--- src/rtl/bsg_vanilla_pkg.sv ---
// Shared vanilla-core ISA types.
//   instruction_s        : RV32 instruction word, R-type field view
//   vanilla_nop_instr_gp : canonical NOP (addi x0,x0,0)
package bsg_vanilla_pkg;

  typedef struct packed {
    logic [6:0] funct7;
    logic [4:0] rs2;
    logic [4:0] rs1;
    logic [2:0] funct3;
    logic [4:0] rd;
    logic [6:0] op;
  } instruction_s;

  localparam instruction_s vanilla_nop_instr_gp = 32'h0000_0013;

endpackage

--- src/rtl/dual_issue_fetch_buffer_pkg.sv ---
// Local types for the dual-issue fetch buffer.
//   pop_e : number of entries retired on an issue handshake
package dual_issue_fetch_buffer_pkg;

  typedef enum logic [1:0] {
    PopNone = 2'd0,
    PopOne  = 2'd1,
    PopTwo  = 2'd2
  } pop_e;

endpackage

--- src/rtl/dual_issue_fetch_buffer_if.sv ---
// Fetch-side push and decode-side issue handshakes of the fetch buffer.
//   master : driven by the fetch/decode environment
//   slave  : used by the buffer itself
// Slot index 0 is the oldest entry, slot 1 the next one in program order.
interface dual_issue_fetch_buffer_if
  import bsg_vanilla_pkg::*;
#(
  parameter int unsigned pc_width_p = 22
) ();

  logic                         fetch_v;
  instruction_s                 fetch_instr;
  logic [pc_width_p-1:0]        fetch_pc;
  logic                         fetch_ready;

  logic [1:0]                   issue_v;
  instruction_s [0:1]           issue_instr;
  logic [0:1][pc_width_p-1:0]   issue_pc;
  logic                         issue_ready;
  logic                         do_single_issue;

  modport master (
    output fetch_v, fetch_instr, fetch_pc, issue_ready, do_single_issue,
    input  fetch_ready, issue_v, issue_instr, issue_pc
  );

  modport slave (
    input  fetch_v, fetch_instr, fetch_pc, issue_ready, do_single_issue,
    output fetch_ready, issue_v, issue_instr, issue_pc
  );

endinterface

--- src/rtl/fetch_buffer_mem_2r1w.sv ---
// Flop array of {instr, pc} entries: one synchronous write port, two
// asynchronous read ports (used for head and head+1).
//   clk_i                 : clock
//   w_v_i/w_addr_i        : write enable / address
//   w_instr_i/w_pc_i      : write data
//   r0_addr_i/r1_addr_i   : read addresses
//   r0_*_o/r1_*_o         : read data
// Storage has no reset; occupancy tracking in the parent guards every read.
module fetch_buffer_mem_2r1w
  import bsg_vanilla_pkg::*;
#(
  parameter int unsigned els_p      = 4,
  parameter int unsigned pc_width_p = 22,
  localparam int unsigned ptr_w     = $clog2(els_p)
) (
  input  logic                  clk_i,
  input  logic                  w_v_i,
  input  logic [ptr_w-1:0]      w_addr_i,
  input  instruction_s          w_instr_i,
  input  logic [pc_width_p-1:0] w_pc_i,
  input  logic [ptr_w-1:0]      r0_addr_i,
  input  logic [ptr_w-1:0]      r1_addr_i,
  output instruction_s          r0_instr_o,
  output logic [pc_width_p-1:0] r0_pc_o,
  output instruction_s          r1_instr_o,
  output logic [pc_width_p-1:0] r1_pc_o
);

  instruction_s          instr_q [els_p];
  logic [pc_width_p-1:0] pc_q    [els_p];

  always_ff @(posedge clk_i) begin
    if (w_v_i) begin
      instr_q[w_addr_i] <= w_instr_i;
      pc_q[w_addr_i]    <= w_pc_i;
    end
  end

  assign r0_instr_o = instr_q[r0_addr_i];
  assign r0_pc_o    = pc_q[r0_addr_i];
  assign r1_instr_o = instr_q[r1_addr_i];
  assign r1_pc_o    = pc_q[r1_addr_i];

endmodule

--- src/rtl/dual_issue_fetch_buffer.sv ---
// Instruction pair buffer feeding the dual-issue decoder. Accepts one fetched
// instruction per cycle, keeps up to els_p entries in program order and
// presents the two oldest as an issue pair; retires one or two per issue.
//   clk_i     : clock
//   reset_n_i : synchronous active-low reset
//   flush_i   : PC redirect, discards all contents
//   bus       : fetch push + issue pair handshakes (slave side)
//   count_o   : current occupancy
module dual_issue_fetch_buffer
  import bsg_vanilla_pkg::*;
  import dual_issue_fetch_buffer_pkg::*;
#(
  parameter int unsigned els_p      = 4,
  parameter int unsigned pc_width_p = 22
) (
  input  logic                         clk_i,
  input  logic                         reset_n_i,
  input  logic                         flush_i,
  dual_issue_fetch_buffer_if.slave     bus,
  output logic [$clog2(els_p+1)-1:0]   count_o
);

  localparam int unsigned ptr_w = $clog2(els_p);
  localparam int unsigned cnt_w = $clog2(els_p+1);

  logic [ptr_w-1:0] head_q, head_d, tail_q, tail_d, head_p1;
  logic [cnt_w-1:0] count_q, count_d;

  instruction_s          r0_instr, r1_instr;
  logic [pc_width_p-1:0] r0_pc, r1_pc, pc_succ;
  logic [1:0]            slot_v;
  logic                  push;
  pop_e                  pop;
  logic [1:0]            pop_num;

  // Ready depends only on occupancy, so a full buffer refuses a push even
  // in a cycle where it also pops.
  assign bus.fetch_ready = reset_n_i & (count_q < cnt_w'(els_p));
  assign push            = bus.fetch_v & bus.fetch_ready & ~flush_i;
  assign head_p1         = head_q + ptr_w'(1);

  fetch_buffer_mem_2r1w #(
    .els_p      (els_p),
    .pc_width_p (pc_width_p)
  ) u_mem (
    .clk_i      (clk_i),
    .w_v_i      (push),
    .w_addr_i   (tail_q),
    .w_instr_i  (bus.fetch_instr),
    .w_pc_i     (bus.fetch_pc),
    .r0_addr_i  (head_q),
    .r1_addr_i  (head_p1),
    .r0_instr_o (r0_instr),
    .r0_pc_o    (r0_pc),
    .r1_instr_o (r1_instr),
    .r1_pc_o    (r1_pc)
  );

  // Only pair sequential PCs; a fetch discontinuity splits the pair.
  assign pc_succ   = r0_pc + pc_width_p'(1);
  assign slot_v[0] = (count_q != '0);
  assign slot_v[1] = (count_q >= cnt_w'(2)) & (r1_pc == pc_succ);

  assign bus.issue_v        = slot_v;
  assign bus.issue_instr[0] = slot_v[0] ? r0_instr : vanilla_nop_instr_gp;
  assign bus.issue_instr[1] = slot_v[1] ? r1_instr : vanilla_nop_instr_gp;
  assign bus.issue_pc[0]    = slot_v[0] ? r0_pc : '0;
  assign bus.issue_pc[1]    = slot_v[1] ? r1_pc : '0;
  assign count_o            = count_q;

  always_comb begin
    pop = PopNone;
    if (bus.issue_ready & slot_v[0]) begin
      pop = (bus.do_single_issue | ~slot_v[1]) ? PopOne : PopTwo;
    end
  end

  assign pop_num = pop;

  always_comb begin
    head_d  = head_q + ptr_w'(pop_num);
    tail_d  = tail_q + ptr_w'(push);
    count_d = count_q + cnt_w'(push) - cnt_w'(pop_num);
    if (flush_i) begin
      head_d  = '0;
      tail_d  = '0;
      count_d = '0;
    end
  end

  always_ff @(posedge clk_i) begin
    if (!reset_n_i) begin
      head_q  <= '0;
      tail_q  <= '0;
      count_q <= '0;
    end else begin
      head_q  <= head_d;
      tail_q  <= tail_d;
      count_q <= count_d;
    end
  end

endmodule
--- src/flat_wrapper.sv ---
// flat-port wrapper written by rule: the top's interface ports become plain ports
module dual_issue_fetch_buffer_flat import bsg_vanilla_pkg::*; import dual_issue_fetch_buffer_pkg::*;
#(
  parameter int unsigned els_p      = 4,
  parameter int unsigned pc_width_p = 22
)
  (clk_i, reset_n_i, flush_i, count_o, bus_fetch_v, bus_fetch_instr, bus_fetch_pc, bus_issue_ready, bus_do_single_issue, bus_fetch_ready, bus_issue_v, bus_issue_instr, bus_issue_pc);
  dual_issue_fetch_buffer_if #(.pc_width_p(pc_width_p)) bus_i ();
  input  logic clk_i;
  input  logic reset_n_i;
  input  logic flush_i;
  output logic [$clog2(els_p+1)-1:0] count_o;
  input wire logic [$bits(bus_i.fetch_v)-1:0] bus_fetch_v;
  input wire logic [$bits(bus_i.fetch_instr)-1:0] bus_fetch_instr;
  input wire logic [$bits(bus_i.fetch_pc)-1:0] bus_fetch_pc;
  input wire logic [$bits(bus_i.issue_ready)-1:0] bus_issue_ready;
  input wire logic [$bits(bus_i.do_single_issue)-1:0] bus_do_single_issue;
  output wire logic [$bits(bus_i.fetch_ready)-1:0] bus_fetch_ready;
  output wire logic [$bits(bus_i.issue_v)-1:0] bus_issue_v;
  output wire logic [$bits(bus_i.issue_instr)-1:0] bus_issue_instr;
  output wire logic [$bits(bus_i.issue_pc)-1:0] bus_issue_pc;
  assign bus_i.fetch_v = bus_fetch_v;
  assign bus_i.fetch_instr = bus_fetch_instr;
  assign bus_i.fetch_pc = bus_fetch_pc;
  assign bus_i.issue_ready = bus_issue_ready;
  assign bus_i.do_single_issue = bus_do_single_issue;
  assign bus_fetch_ready = bus_i.fetch_ready;
  assign bus_issue_v = bus_i.issue_v;
  assign bus_issue_instr = bus_i.issue_instr;
  assign bus_issue_pc = bus_i.issue_pc;
  dual_issue_fetch_buffer #(.els_p(els_p), .pc_width_p(pc_width_p)) u_core (.clk_i(clk_i), .reset_n_i(reset_n_i), .flush_i(flush_i), .bus(bus_i), .count_o(count_o));
endmodule
--- config.mk ---
export PLATFORM = sky130hd
export DESIGN_NAME = dual_issue_fetch_buffer_flat
export DESIGN_NICKNAME = d
export VERILOG_FILES = /design/src/rtl/bsg_vanilla_pkg.sv /design/src/rtl/dual_issue_fetch_buffer_pkg.sv /design/src/rtl/dual_issue_fetch_buffer_if.sv /design/src/rtl/fetch_buffer_mem_2r1w.sv /design/src/rtl/dual_issue_fetch_buffer.sv /design/src/flat_wrapper.sv
export SDC_FILE = /design/constraint.sdc
export NUM_CORES = 1
export LEC_CHECK = 0
export CAP_MARGIN = 10
export CORE_MARGIN = 2
export CORE_UTILIZATION = 49
export CTS_CLUSTER_SIZE = 10
export DETAILED_ROUTE_END_ITERATION = 16
export HOLD_SLACK_MARGIN = 0.02
export PLACE_DENSITY_LB_ADDON = 0.2
export SLEW_MARGIN = 30
export SYNTH_ARGS = -nofsm -noshare
export SYNTH_HDL_FRONTEND = slang
export SYNTH_SLANG_ARGS = --single-unit
--- constraint.sdc ---
create_clock -name clk_i -period 7.88 [get_ports clk_i]
set_input_delay 2.364 -clock clk_i [delete_from_list [all_inputs] [get_ports clk_i]]
set_output_delay 2.364 -clock clk_i [all_outputs]
set_load 0.005 [all_outputs]
==> results of run 1 <==
[registers in the layout, summed over array words and instances, names as in the netlist]
signal and cells:
u_core.u_mem.pc_q 88, u_core.tail_q 2, u_core.head_q 2, u_core.count_o 3, u_core.u_mem.instr_q 128
[metrics by stage]
stage / utilization / instances / hold WS (ns) / worst slack (ns)
2_1_floorplan: - / 687 / 0.524 / 0.204
3_3_place_gp: 0.588 / 1119 / 0.554 / 0.609
3_5_place_dp: 0.588 / 1119 / 0.600 / 0.525
4_1_cts: 0.624 / 1168 / 0.607 / 0.0841
5_1_grt: 0.627 / 1176 / 0.687 / 0.00686
6_report: 0.627 / 1176 / 0.598 / 0.233
[worst max-delay path by stage]
stage / from / end / slack [ns]
floorplan: flush_i / u_core.u_mem.instr_q[0][0] / 0.20
global placement: u_core.head_q[0] / bus_issue_pc[21] / 0.61
detailed placement: u_core.head_q[0] / bus_issue_instr[9] / 0.52
CTS: u_core.head_q[1] / bus_issue_instr[5] / 0.08
global route: u_core.head_q[0] / bus_issue_instr[8] / 0.007
finish: u_core.head_q[1] / bus_issue_instr[5] / 0.23
[kinds of logic (layout without fill, tap and decap cells)]
family	count (synthesis)	after routing	share of synthesized area
flops	223	223	0.586
simple gates	209	209	0.109
mux	115	115	0.219
buf+inv	63	267	0.0291
compound gates	41	41	0.0269
xor+xnor	31	31	0.0240
fa+ha+maj	5	5	0.00620
[power by group]
| part | switching (mW) | internal [mW] |
|---|---|---|
| registers | 0.00731 | 1.31 |
| clock network | 0.436 | 0.668 |
| logic | 0.0951 | 0.113 |
| total | 0.539 | 2.09 |
[critical path, delay by kind of cell, from the launching register on]
family	cells	cell delay [ns]
AO/OA/AOI/OAI	1	0.15
flip-flops	1	0.54
AND/OR/NAND/NOR	5	2.43
buffers and inverters	3	1.12
XOR/XNOR	1	0.19
multiplexers	1	0.29
[what timing repair did]
item | in CTS | in global routing
setup buffers | 1 | 8
resized for setup | 1 | 4
endpoints found under the setup margin | 26 | 55
[final cells by class]
class	instances	share of cell area
Clock inverter	1	0.00211
Clock buffer	47	0.0529
Tap cell	285	0.0251
Timing Repair Buffer	197	0.138
Inverter	22	0.00581
Sequential cell	223	0.467
Multi-Input combinational cell	401	0.309
[cells in the mapped netlist, drive strengths merged (2+ instances only)]
| cell | number |
|---|---|
| edfxtp | 216 |
| mux4 | 105 |
| and2 | 57 |
| nor2b | 36 |
| nor2 | 31 |
| buf | 25 |
| inv | 21 |
| xnor2 | 20 |
| clkbuf | 16 |
| nand2 | 14 |
| nand4 | 11 |
| xor2 | 11 |
| nor3 | 9 |
| nand3 | 8 |
| dfxtp | 7 |
| o21ai | 7 |
| and3 | 6 |
| mux2i | 6 |
| nor4 | 6 |
| or2 | 6 |
| a21oi | 5 |
| nand2b | 5 |
| nor3b | 5 |
| a31oi | 4 |
| ha | 4 |
| mux2 | 4 |
| a211oi | 3 |
| a41oi | 3 |
| or4 | 3 |
| a21o | 2 |
| and3b | 2 |
| and4 | 2 |
| o211a | 2 |
| o211ai | 2 |
| o22ai | 2 |
| o311ai | 2 |
| or3 | 2 |
| or4b | 2 |
[layer usage]
layer  part of all wire  global-route usage
met1               0.40               0.296
met5            0.00048                   0
met2               0.50               0.377
met4              0.021              0.0555
met3              0.074              0.0508
==> flow_summary.json, run 1 <==
{
  "ir_drop_mv": 0.200,
  "syn-num-nets": 752,
  "rrSetupSlack_ns": 2.93,
  "critPathMaxStageDelay_ns": 0.82,
  "ys_ff_latch": 223,
  "synth_area_sq_um": 11300,
  "arrival_ns": 5.28,
  "cp.required_ns": 5.52,
  "first_iter_violations": 505,
  "routed_wl_mm": 27.1,
  "start_kind": "flip-flop",
  "maxCapViolCount": 0,
  "min_to": "u_core.tail_q[1]",
  "final_cell_mix": "216 x edfxtp_1, 173 x clkdlybuf4s50_1, 105 x mux4_2, 57 x and2_1, 36 x nor2b_1",
  "cts_tree": "built",
  "synth-edff-count": 216,
  "slowest_stage": "or4_2",
  "core_area_sq_um": 22600,
  "synth_top_area_frac": 0.574,
  "vias_per_cell": 5.99,
  "setup_viol": 0,
  "grt_max_degree": 68,
  "synthFlopType": "edfxtp_1",
  "rr_startpoint": "u_core.head_q[1]",
  "power_density_nw_per_um2": 185,
  "seq_area_frac_synth": 0.586,
  "hold_depth": 2,
  "worstHoldStart": "u_core.tail_q[1]",
  "portBuffers": 173,
  "finalClockSkew_ns": 0.0139,
  "ys_types": 63,
  "overflow": 0,
  "die_w_um": 156,
  "globalRouteTotalUtil": 0.223,
  "crit_path_frequent_cell": "buf_4",
  "min_period_ns": 7.65,
  "fillers": 1634,
  "die_area_sq_um": 24300,
  "hold_viol_final": 0,
  "drive_gt1_frac": 0.202,
  "worstPathCellList": "buf_4, mux4_2, nand2_1, nor4_1, xnor2_1, a31oi_1, or4b_1, or4_2, buf_4, nor2b_1, clkdlybuf4s50_1",
  "dieHeight_um": 156,
  "area_growth_pct": 25.7,
  "num_io_pins": 174,
  "outcome": "finished, final reports clean",
  "place_congestion": 0.854,
  "slew-limit-headroom": 0.364,
  "critical_path_class": "flip-flop to output pin",
  "endpoint_kind": "output pin",
  "remaining_drc_errors": 0,
  "synth_top_cell_by_area": "edfxtp_1",
  "hp-class": "flip-flop to flip-flop",
  "clockRootBuffer": "clkbuf_16",
  "routed-via-count": 7047,
  "post-route-period-util": 0.970,
  "syn-instance-count": 687,
  "r2r_end": "u_core.count_o[2]",
  "grt_pass1_vias": 7405,
  "firstDrtPassIters": 5,
  "max_freq_mhz": 131,
  "reg2reg_depth": 14,
  "async_flop_share": 0,
  "clock_path_buffers": 3,
  "syn_area_per_cell_sq_um": 16.4,
  "cts_buffers": 26,
  "regArea_sq_um": 6630,
  "tightest_slew_ns": 0.945,
  "critPathMaxFanout": 22,
  "finalMaxSlewViolations": 0,
  "cts.clk_slew.worst_paths_ns": 0.06,
  "antenna_found_initial": 1,
  "multi_input_area_sq_um": 4380,
  "final_nets": 936,
  "p_leak_nw": 4.47,
  "cts.sinks": 223,
  "dpl_cell_area_sq_um": 13300,
  "final_common_cell": "edfxtp_1",
  "initial_core_util": 0.499,
  "row_count": 55,
  "stdcell_area_sq_um": 14200,
  "synth.area.top_cells": "edfxtp_1 57%, mux4_2 21%, and2_1 3.2%",
  "synth-warning-count": 0,
  "wire_per_inst_um": 23.1,
  "postCtsHoldBufs": 0,
  "dpl.hpwl_mm": 17.8,
  "rsz0062_at_grt": "no",
  "n_antenna_cell": 0,
  "setup_tns_ns": 0,
  "h-tree-depth": 1,
  "p_total_mw": 2.63,
  "grt_pass1_wl_mm": 41.5,
  "worst_skew_pair.late_latency_ns": 0.52,
  "ant_nets": 0
}
Power figures use the tool's default switching activity.
==> inputs of run 2 (changes only) <==
--- a/config.mk
+++ b/config.mk
@@ -6,7 +6,6 @@
 export NUM_CORES = 1
 export LEC_CHECK = 0
 export CAP_MARGIN = 10
-export CORE_MARGIN = 2
 export CORE_UTILIZATION = 49
 export CTS_CLUSTER_SIZE = 10
 export DETAILED_ROUTE_END_ITERATION = 16
==> flow_summary.json, run 2 (synthesis gave the netlist of run 1 again) <==
{
  "outcome": "finished, final reports clean",
  "p_comb_frac": 0.082,
  "grt_pass1_wl_mm": 42.8,
  "n_antenna_cell": 0,
  "wl_met2_mm": 14.1,
  "top_layer_used": "met4",
  "cts.clk_slew.worst_paths_ns": 0.06,
  "final_nets": 940,
  "endpoint_kind": "output pin",
  "finalClockSkew_ns": 0.00995,
  "rrSetupSlack_ns": 3.06,
  "wire_per_inst_um": 23.6,
  "sw_frac_of_total": 0.206,
  "hold_depth": 2,
  "max_freq_mhz": 131,
  "postLayoutCoreUtil": 0.626,
  "clockPowerShare": 0.407,
  "switching_power_mw": 0.531,
  "post-route-period-util": 0.971,
  "clockRootBuffer": "clkbuf_16",
  "remaining_drc_errors": 0,
  "top_register": "u_core.u_mem.instr_q",
  "clock_path_buffers": 3,
  "final_common_cell": "edfxtp_1",
  "worstHoldStart": "u_core.tail_q[1]",
  "globalRouteTotalUtil": 0.237,
  "power_frac_seq": 0.512,
  "fillers": 1628,
  "p_total_mw": 2.58,
  "area_growth_pct": 25.4,
  "largest_register_ffs": 128,
  "hold_ws_ns": 0.615,
  "num_io_pins": 174,
  "reg2reg_depth": 16,
  "cts.sinks": 223,
  "rsz0062_at_grt": "no",
  "firstDrtPassIters": 6,
  "finalMaxSlewViolations": 0,
  "dp_cells": 1119,
  "core_area_sq_um": 22600,
  "dpl.hpwl_mm": 17.8,
  "min_to": "u_core.tail_q[1]",
  "min_period_ns": 7.65,
  "power_density_nw_per_um2": 182,
  "slew-limit-headroom": 0.423,
  "final_cell_mix": "216 x edfxtp_1, 173 x clkdlybuf4s50_1, 105 x mux4_2, 57 x and2_1, 36 x nor2b_1",
  "setup_tns_ns": 0,
  "critical_path_class": "flip-flop to output pin",
  "crit_path_frequent_cell": "buf_4",
  "hp-class": "flip-flop to flip-flop",
  "multi_input_area_sq_um": 4380,
  "overflow": 0,
  "cts_tree": "built",
  "grt_max_degree": 68,
  "start_kind": "flip-flop",
  "wl_met3_mm": 2.12,
  "slowest_stage": "or4_2",
  "p_int_mw": 2.05,
  "rr_startpoint": "u_core.head_q[0]",
  "die_w_um": 154,
  "die_area_sq_um": 23700,
  "cp-startpoint": "u_core.head_q[0]",
  "portBuffers": 173,
  "first_iter_violations": 473,
  "routed-via-count": 7167,
  "ant_nets": 0,
  "r2r_end": "u_core.count_o[2]",
  "grt_pass1_vias": 7685,
  "worstPathCellList": "buf_12, buf_4, buf_4, mux4_2, nand3_2, nor3_4, a31oi_1, nor4_2, or4b_1, or4_2, buf_4, nor2_1, clkdlybuf4s50_1",
  "wl_met1_mm": 11.1,
  "cp.required_ns": 5.52,
  "hold_viol_final": 0,
  "critPathMaxFanout": 34,
  "tightest_slew_ns": 0.858,
  "maxCapViolCount": 0,
  "antenna_found_initial": 1,
  "regArea_sq_um": 6630,
  "stdcell_area_sq_um": 14200,
  "drive_gt1_frac": 0.208,
  "p_leak_nw": 4.47,
  "place_congestion": 0.912,
  "setup_viol": 0,
  "arrival_ns": 5.29,
  "dpl_cell_area_sq_um": 13300,
  "ir_drop_mv": 0.155,
  "stdcell_count": 1173,
  "initial_core_util": 0.499,
  "place_ws_ns": 0.190,
  "cts_buffers": 26,
  "critPathMaxStageDelay_ns": 0.81,
  "vias_per_cell": 6.11,
  "worst_skew_pair.late_latency_ns": 0.52,
  "row_count": 55,
  "h-tree-depth": 1,
  "routed_wl_mm": 27.7,
  "dieHeight_um": 154,
  "final.setup.worst_slack_ns": 0.226
}
[run 2: cell count changes in the layout (fill, tap and decap cells not counted), sizes merged]
| cell | delta |
|---|---|
| buf | +4 |
| clkinv | +1 |
| bufinv | -1 |
| clkbuf | -7 |
[run 2: critical path: cells and delay by family, from the launching register on]
kind,cells,cell delay [ns]
compound gates,1,0.17
mux,1,0.47
simple gates,6,2.41
flops,1,0.38
buf+inv,5,1.31
[run 2: power groups by stage]
stage	clock (mW)	sequential, mW	combinational [mW]
floorplan	0	1.34	0.103
global placement	0	1.34	0.198
detailed placement	0	1.35	0.202
CTS	1.07	1.32	0.210
global route	1.11	1.32	0.226
finish	1.05	1.32	0.210
[run 2: timing repair]
item,in CTS,in global routing
endpoints found under the setup margin,55,51
buffers inserted,6,7
resized for setup,1,4
hold buffers,0,0
[run 2: worst max-delay path by stage]
stage | slack (ns) | end | cells after the start
4_1_cts | 0.02 | bus_issue_instr[11] | 12
2_1_floorplan | 0.20 | u_core.u_mem.instr_q[0][0] | 4
5_1_grt | 0.03 | bus_issue_pc[11] | 13
3_5_place_dp | 0.19 | bus_issue_instr[11] | 12
6_report | 0.23 | bus_issue_pc[3] | 13
3_3_place_gp | 0.32 | bus_issue_instr[11] | 12
[run 2: layout make-up]
type                    instances  share of cell area
flip-flops and latches        223               0.468
inverters                      22             0.00583
clock buffers                  40              0.0511
well taps                     285              0.0252
repair buffers                201               0.140
multi-input cells             401               0.310
clock inverters                 1            0.000353
[run 2: per-layer routing]
metal / up-vias / global-route usage
met1: 3702 / 0.315
met4: 0 / 0.0586
li1: 3129 / -
met3: 34 / 0.0476
met2: 302 / 0.402
met5: - / 0
==> inputs of run 3 (changes only) <==
--- a/config.mk
+++ b/config.mk
@@ -6,6 +6,7 @@
 export NUM_CORES = 1
 export LEC_CHECK = 0
 export CAP_MARGIN = 10
+export CORE_ASPECT_RATIO = 0.8
 export CORE_UTILIZATION = 49
 export CTS_CLUSTER_SIZE = 10
 export DETAILED_ROUTE_END_ITERATION = 16
==> flow_summary.json, run 3 (synthesis gave the netlist of run 1 again) <==
{
  "row_count": 49,
  "portBuffers": 173,
  "initial_core_util": 0.501,
  "largest_register_ffs": 128,
  "fillers": 1679,
  "finalClockSkew_ns": 0.0105,
  "crit_path_frequent_cell": "buf_6",
  "arrival_ns": 5.36,
  "grt_max_degree": 56,
  "final_common_cell": "edfxtp_1",
  "grt_pass1_wl_mm": 41.3,
  "remaining_drc_errors": 0,
  "setup_viol": 0,
  "core_area_sq_um": 22600,
  "place_congestion": 0.852,
  "final_nets": 939,
  "cp.required_ns": 5.52,
  "setup_tns_ns": 0,
  "post-route-period-util": 0.980,
  "overflow": 0,
  "power_density_nw_per_um2": 181,
  "h-tree-depth": 1,
  "first_iter_violations": 639,
  "crit_family": "simple AND/OR/NAND/NOR gates",
  "clockRootBuffer": "clkbuf_16",
  "drive_gt1_frac": 0.208,
  "cts_tree": "built",
  "p_leak_nw": 4.48,
  "antenna_found_initial": 0,
  "outcome": "finished, final reports clean",
  "tightest_slew_ns": 0.754,
  "max_freq_mhz": 129,
  "rrSetupSlack_ns": 2.66,
  "firstDrtPassIters": 7,
  "clock_path_buffers": 3,
  "dpl.hpwl_mm": 18.3,
  "cts.clk_slew.worst_paths_ns": 0.06,
  "critPathMaxFanout": 39,
  "hp-class": "flip-flop to flip-flop",
  "place_ws_ns": 0.528,
  "stdcell_count": 1190,
  "critical_path_class": "flip-flop to output pin",
  "hold_ws_ns": 0.588,
  "die_area_sq_um": 23700,
  "maxCapViolCount": 0,
  "cp_num_buf_inv": 4,
  "dp_cells": 1142,
  "die_w_um": 172,
  "vias_per_cell": 6.00,
  "endpoint_kind": "output pin",
  "cts.sinks": 223,
  "globalRouteTotalUtil": 0.233,
  "min_period_ns": 7.72,
  "final.setup.worst_slack_ns": 0.156,
  "hold_viol_final": 0,
  "grt_pass1_vias": 7363,
  "final_cell_mix": "216 x edfxtp_1, 173 x clkdlybuf4s50_1, 105 x mux4_2, 57 x and2_1, 36 x nor2b_1",
  "cts_buffers": 26,
  "postCtsHoldBufs": 0,
  "wire_per_inst_um": 22.8,
  "ant_nets": 0,
  "critPathMaxStageDelay_ns": 0.72,
  "dieHeight_um": 138,
  "finalMaxSlewViolations": 0,
  "start_kind": "flip-flop",
  "slew-limit-headroom": 0.498,
  "n_antenna_cell": 0,
  "slowest_stage": "or4_2",
  "num_io_pins": 174,
  "area_growth_pct": 25.7,
  "top_register": "u_core.u_mem.instr_q",
  "routed-via-count": 7135,
  "postLayoutCoreUtil": 0.630,
  "worst_skew_pair.late_latency_ns": 0.51,
  "ir_drop_mv": 0.165,
  "routed_wl_mm": 27.2,
  "rsz0062_at_grt": "no",
  "worstPathCellList": "buf_12, buf_6, mux4_2, nand2_1, and4b_1, and4_1, nor4_1, or4b_1, or4_2, buf_6, a211oi_2, clkdlybuf4s50_1"
}
==> run 3: worst paths after layout <==
kind	startpoint	to	cells past startpoint
max	u_core.head_q[0]	bus_issue_pc[20]	12
min	u_core.tail_q[1]	u_core.tail_q[1]	2
max reg2reg	u_core.head_q[0]	u_core.count_o[2]	15
min reg2reg	u_core.tail_q[1]	u_core.tail_q[1]	2
==> run 3: worst min-delay path, delay by kind of cell, from the launching register on <==
kind                      cells  cell delay, ns
DFF                           1            0.36
xor gates and xnor gates      1            0.15
and+or+nand+nor               1            0.04
==> run 3: area by class of cell <==
class / instances / area [sq um] / area share
inverter: 22 / 82.6 / 0.00581
timing repair buffer: 200 / 1990 / 0.140
multi-input combinational: 401 / 4390 / 0.309
clock inverter: 1 / 5.00 / 0.000352
tap: 306 / 383 / 0.0270
clock buffer: 37 / 723 / 0.0509
sequential: 223 / 6630 / 0.467
==> run 3: layer usage <==
metal  vias up  global-route usage  share of wire  routed length, um
met1      3683               0.320           0.42              11400
met4         0              0.0600          0.021                562
met2       296               0.381           0.48              13200
li1       3117                   -              -                  -
met3        39              0.0491          0.075               2050
met5         -                   0              0                  0
==> run 3: through the flow <==
stage,instance area (sq um),total power [mW]
final,14200,2.58
after global routing,14200,2.66
after CTS,14100,2.60
after detailed placement,13400,1.55
after global placement,13300,1.54
after floorplan,11300,1.45
==> run 3: timing repair <==
action                     in CTS  in global routing
setup endpoints to repair       4                 38
setup buffers                   0                 10
gates resized for setup         2                  4
gates cloned                    0                  0
pin swaps                       0                  0
==> run 3: report_power, final <==
group | total, mW | internal [mW] | switching, mW
clock | 1.05 | 0.625 | 0.424
combinational | 0.209 | 0.112 | 0.0964
sequential | 1.32 | 1.31 | 0.00646
